===== src/rtl/shift_unit_seq.sv =====
// shift_unit_seq: multi-cycle iterative shifter, one bit position per clock.
//
// Modes (sel): 000 LSL, 001 LSR, 010 ASL, 011 ASR, 100 ROL, 101 ROR,
//              11x pass-through (out = in, handled as amt = 0).
// Handshake: start is accepted in IDLE or DONE (back-to-back allowed); busy is
// high while shifting; done pulses for one cycle; out holds until next done.
//
// Ports:
//   clk    rising-edge clock
//   rst_n  asynchronous active-low reset, aborts any operation in flight
//   start  request pulse, ignored while busy
//   in     operand, latched on accept
//   sel    mode, latched on accept
//   amt    shift count 0..WIDTH-1, latched on accept
//   busy   high while in SHIFT
//   done   one-cycle completion pulse
//   out    result register
//   ovf    overflow flag, valid with done (only with SHIFT_OVF_EN)
//
// Optional feature macro: SHIFT_OVF_EN adds the ovf port and its logic.
// WIDTH must be a power of two and at least 2.

module shift_unit_seq #(
  parameter int unsigned WIDTH = 8,
  parameter int unsigned AMT_W = $clog2(WIDTH)
) (
  input  logic             clk,
  input  logic             rst_n,
  input  logic             start,
  input  logic [WIDTH-1:0] in,
  input  logic [2:0]       sel,
  input  logic [AMT_W-1:0] amt,
  output logic             busy,
  output logic             done,
  output logic [WIDTH-1:0] out
`ifdef SHIFT_OVF_EN
  ,
  output logic             ovf
`endif
);

  localparam logic [2:0] SelLsl = 3'b000;
  localparam logic [2:0] SelLsr = 3'b001;
  localparam logic [2:0] SelAsl = 3'b010;
  localparam logic [2:0] SelAsr = 3'b011;
  localparam logic [2:0] SelRol = 3'b100;
  localparam logic [2:0] SelRor = 3'b101;

  localparam logic [AMT_W-1:0] CntOne = AMT_W'(1);

  typedef enum logic [1:0] {StIdle, StShift, StDone} state_e;

  state_e           r_state;
  logic [WIDTH-1:0] r_work;
  logic [2:0]       r_sel;
  logic [AMT_W-1:0] r_cnt;
  logic [WIDTH-1:0] r_out;

  logic [WIDTH-1:0] w_shifted;
  logic             w_accept;
  logic             w_pass;
  logic             w_last;

  // Accept in IDLE or DONE; anything arriving during SHIFT is dropped.
  assign w_accept = start && (r_state != StShift);
  assign w_pass   = (sel[2:1] == 2'b11) || (amt == '0);
  assign w_last   = (r_cnt == CntOne);

  // One-position step of the working register for the latched mode.
  always_comb begin
    w_shifted = r_work;
    case (r_sel)
      SelLsl, SelAsl: w_shifted = {r_work[WIDTH-2:0], 1'b0};
      SelLsr:         w_shifted = {1'b0, r_work[WIDTH-1:1]};
      SelAsr:         w_shifted = {r_work[WIDTH-1], r_work[WIDTH-1:1]};
      SelRol:         w_shifted = {r_work[WIDTH-2:0], r_work[WIDTH-1]};
      SelRor:         w_shifted = {r_work[0], r_work[WIDTH-1:1]};
      default:        w_shifted = r_work;
    endcase
  end

`ifdef SHIFT_OVF_EN
  logic r_ovf;
  logic r_ovf_acc;
  logic w_step_ovf;

  // LSL: a 1 leaves the MSB. ASL: the sign bit is about to change.
  always_comb begin
    w_step_ovf = 1'b0;
    case (r_sel)
      SelLsl:  w_step_ovf = r_work[WIDTH-1];
      SelAsl:  w_step_ovf = r_work[WIDTH-1] ^ r_work[WIDTH-2];
      default: w_step_ovf = 1'b0;
    endcase
  end

  // Accumulate across steps, but only publish on the done edge.
  always_ff @(posedge clk or negedge rst_n) begin
    if (!rst_n) begin
      r_ovf     <= 1'b0;
      r_ovf_acc <= 1'b0;
    end else if (r_state == StShift) begin
      r_ovf_acc <= r_ovf_acc | w_step_ovf;
      if (w_last) begin
        r_ovf <= r_ovf_acc | w_step_ovf;
      end
    end else if (w_accept) begin
      r_ovf     <= 1'b0;
      r_ovf_acc <= 1'b0;
    end
  end

  assign ovf = r_ovf;
`endif

  always_ff @(posedge clk or negedge rst_n) begin
    if (!rst_n) begin
      r_state <= StIdle;
      r_work  <= '0;
      r_sel   <= '0;
      r_cnt   <= '0;
      r_out   <= '0;
    end else begin
      case (r_state)
        StShift: begin
          r_work <= w_shifted;
          r_cnt  <= r_cnt - CntOne;
          if (w_last) begin
            r_out   <= w_shifted;
            r_state <= StDone;
          end
        end
        default: begin
          // StIdle and StDone behave identically apart from done.
          if (w_accept) begin
            r_work <= in;
            r_sel  <= sel;
            r_cnt  <= amt;
            if (w_pass) begin
              r_out   <= in;
              r_state <= StDone;
            end else begin
              r_state <= StShift;
            end
          end else begin
            r_state <= StIdle;
          end
        end
      endcase
    end
  end

  assign busy = (r_state == StShift);
  assign done = (r_state == StDone);
  assign out  = r_out;

endmodule


===== config.mk =====
export PLATFORM = sky130hd
export DESIGN_NAME = shift_unit_seq
export DESIGN_NICKNAME = d
export VERILOG_FILES = /design/src/rtl/shift_unit_seq.sv
export SDC_FILE = /design/constraint.sdc
export NUM_CORES = 1
export LEC_CHECK = 0
export CAP_MARGIN = 20
export CORE_ASPECT_RATIO = 0.9
export CORE_MARGIN = 2
export CORE_UTILIZATION = 54
export DETAILED_ROUTE_END_ITERATION = 8
export HOLD_SLACK_MARGIN = 0.06
export PLACE_DENSITY = 0.85
export SYNTH_ARGS = -nofsm -noshare
export SYNTH_HDL_FRONTEND = slang
export SYNTH_SLANG_ARGS = --single-unit

===== constraint.sdc =====
create_clock -name clk -period 2.8 [get_ports clk]
set_input_delay 0.42 -clock clk [delete_from_list [all_inputs] [get_ports clk]]
set_output_delay 0.42 -clock clk [all_outputs]
set_load 0.1 [all_outputs]

==> summary.md <==
| Metric | Value |
|---|---|
| Layout Utilization | 71.1% |
| Worst Tran Pin Value | around 0.55 ns |
| Post-synthesis sequential area ratio | 46.1% |
| Initial antenna violation count | 0 |
| Min cycle time layout | 2.08 ns |
| # DRC | 0 |
| Core area | 2220 um2 |
| GRT overflow | 0 |
| Routed Antenna Nets | 0 |
| Die area | 2820 um2 |
| RSZ-0062 raised after global routing | no |
| CTS Buffer Depth | 2 |
| Total track usage | 21.6% |
| Relative slew margins | a little over three fifths |
| Syn Nets | approximately 150 |
| Status | finished clean |
| Clock sinks | 24 |
| Crit path arrival time | roughly 2.3 ns |
| Crit start category | flip-flop |
| DR WL/cell | between 15 and 20 um |
| Final Skew | 0.00475 ns |
| Routed wire length | about 2.8 mm |
| Hold Vio Cnt, Final | 0 |
| Biggest cell delay along the critical path | 0.46 ns |
| Detailed placement HPWL | 2.01 mm |
| Synth unique cells | 31 |
| Hold_buf cts | 0 |
| First-pass GRT wire length | 4.76 mm |
| Drt via density | 5.85 |
| Initial core utilization | 58.7% |
| TritonCTS clock tree | yes |
| Cell Chain, Critical Path | nand2b_1 > inv_4 > a211oi_2 > nor3_4 > mux2_2 |
| CTS clk-pin slew, worst paths | about 0.12 ns |
| Worst Hold Class | in -> async |
| Crit. End Element | flip-flop |
| Register bit total from synthesis | 24 |
| Resized Gates After CTS | 0 |
| Place WS | 0.621 ns |
| WP data required | 3.00 ns |
| Area of the multi-input gates | around 650 um2 |
| PortBufs | 26 |
| Critical path class | reg -> reg |
| Clk root buf | clkbuf_4 |
| Setup ws final | 0.720 ns |
| ANT cells | 0 |
| CP startpoint | r_state[1]$_DFFE_PN0P_ |
| DR iter-0 viols | 24 |
| WHS | 0.447 ns |
| Pin count of the biggest net entering global routing | 25 |
| Slowest-stage cell, CP | nor3_4 |
| Vias | 1,042 |
| Setup violators final | 0 |
| Area delta synth->final | 21.2% |
| Fmax | 481 MHz |
| Die width | between 50 and 60 um |
| Final Cycle Share | 74.3% |
| Register area | 601 um2 |
| Num CTS Buffers | 3 |
| Final estimated routing congestion in global placement | 0.833 |
| Drt first pass iters | 4 |
| Nets@finish | 172 |
| Mapped Area | 1300 um2 |
| Vias in the first global route | 998 |
| Mapped Cells | 126 |
| Htree depth | 1 |
| Layout cells sized above 1 | 22.5% |
| Setup TNS | 0 ns |
| Fillers | 165 |
| Clk_lat worst skew | 0.31 ns |
| Synth warn | 0 |
| CP max FO | 16 |
| Synthesized area per cell | 10.3 um2 |
| Die H | 50.6 um |
| RR Startpoint | r_state[1]$_DFFE_PN0P_ |
| Setup Buffers After CTS | 0 |
| Max_cap viols | 0 |
| IO Pins | 27 |
| Cell Rows | 16 |
| Final Max Slew Viols | 0 |
[placed cells by master (no fill, tap or decap), types with 2 or more instances in the layout]
cell type	n
a211oi_1	5
a21oi_1	5
and2_1	2
buf_4	12
clkbuf_4	3
clkdlybuf4s50_1	16
dfrtp_1	24
ha_1	2
inv_1	5
mux2_1	2
mux2_2	9
mux2i_1	2
nand2_1	18
nor2_1	8
nor2b_1	7
nor3_1	2
o211a_1	3
o21ai_0	2
o221a_2	6
o31ai_1	6
[kinds of logic after synthesis]
family                     after synthesis  synth area share [%]
and+or+nand+nor                         42                  16.0
AOI/OAI and AO/OA                       33                  20.7
DFF                                     24                  46.1
muxes                                   13                  11.0
buffers and inverters                   12                  4.22
adders and majority gates                2                  1.92
[metrics by stage]
stage                     area, um2  instances
after CTS                      1580        178
after global routing           1580        178
after global placement         1560        175
after detailed placement       1560        175
final                          1580        178
after floorplan                1300        126
[critical path, delay by kind of cell, from the launching register on]
| family | cells | cell delay, ns |
|---|---|---|
| and+or+nand+nor | 2 | 0.80 |
| muxes | 1 | 0.39 |
| DFF | 1 | 0.39 |
| buffers and inverters | 1 | 0.27 |
| AOI/OAI and AO/OA | 1 | 0.10 |
[sequential cells by signal, indices dropped and copies added (netlist names)]
| name | cells |
|---|---|
| r_sel | 3 |
| r_cnt | 3 |
| out | 8 |
| r_work | 8 |
| r_state | 2 |
[area by class of cell]
cell class,instances,area share (%)
flip-flops and latches,24,38.0
well taps,27,2.14
repair buffers,28,15.8
clock buffers,3,1.43
multi-input cells,90,41.0
inverters,6,1.58
[per-layer routing]
| metal | GRT usage, % | wire length, um | part of all wire (%) | vias to the layer above |
|---|---|---|---|---|
| met5 | 0 | 0 | 0 | - |
| met4 | 2.44 | 0 | 0 | 0 |
| met3 | 6.44 | 144 | 5.1 | 0 |
| met2 | 33.5 | 1300 | 46 | 28 |
| met1 | 31.1 | 1390 | 49 | 502 |
| li1 | - | - | - | 512 |
[synth_stat cells]
| master | count | area share, % |
|---|---|---|
| a21oi_1 | 5 | 1.9 |
| a21o_1 | 1 | 0.58 |
| nand3b_1 | 1 | 0.58 |
| nor3_1 | 2 | 0.77 |
| inv_4 | 1 | 0.48 |
| nand2_1 | 18 | 5.2 |
| nand2b_1 | 1 | 0.48 |
| mux2_1 | 2 | 1.7 |
| inv_1 | 5 | 1.4 |
| a211oi_2 | 1 | 0.96 |
| nor3_4 | 1 | 1.2 |
| a211oi_1 | 5 | 2.9 |
| clkbuf_1 | 5 | 1.4 |
| ha_1 | 2 | 1.9 |
| o211a_1 | 3 | 2.3 |
| o221a_2 | 6 | 5.2 |
| o31ai_1 | 6 | 3.5 |
| mux2i_1 | 2 | 1.5 |
| nor2b_1 | 7 | 3.4 |
| a2bb2oi_1 | 1 | 0.67 |
| a221oi_1 | 1 | 0.67 |
| nor2_2 | 1 | 0.48 |
| and3b_1 | 1 | 0.67 |
| o21ai_0 | 2 | 0.77 |
| and2_1 | 2 | 0.96 |
| nor2_1 | 8 | 2.3 |
| buf_6 | 1 | 0.86 |
| dfrtp_1 | 24 | 46 |
| mux2_2 | 9 | 7.8 |
| o22a_1 | 1 | 0.67 |
| a41oi_1 | 1 | 0.67 |
[worst paths after layout]
kind                       cells past startpoint                   end  slack (ns)
max                                            5    out[6]$_DFFE_PN0P_        0.72
min                                            2  r_cnt[2]$_DFFE_PN0N_        0.45
max in group asynchronous                      2    out[6]$_DFFE_PN0P_        2.12
min reg2reg                                    1  r_cnt[0]$_DFFE_PN0N_        0.49
min in group clk                               1  r_cnt[0]$_DFFE_PN0N_        0.49
max reg2reg                                    5    out[6]$_DFFE_PN0P_        0.72
Power is left out: the tool's default activity adds up to more than one toggle a clock period on the data nets, which glitch-free logic cannot reach.
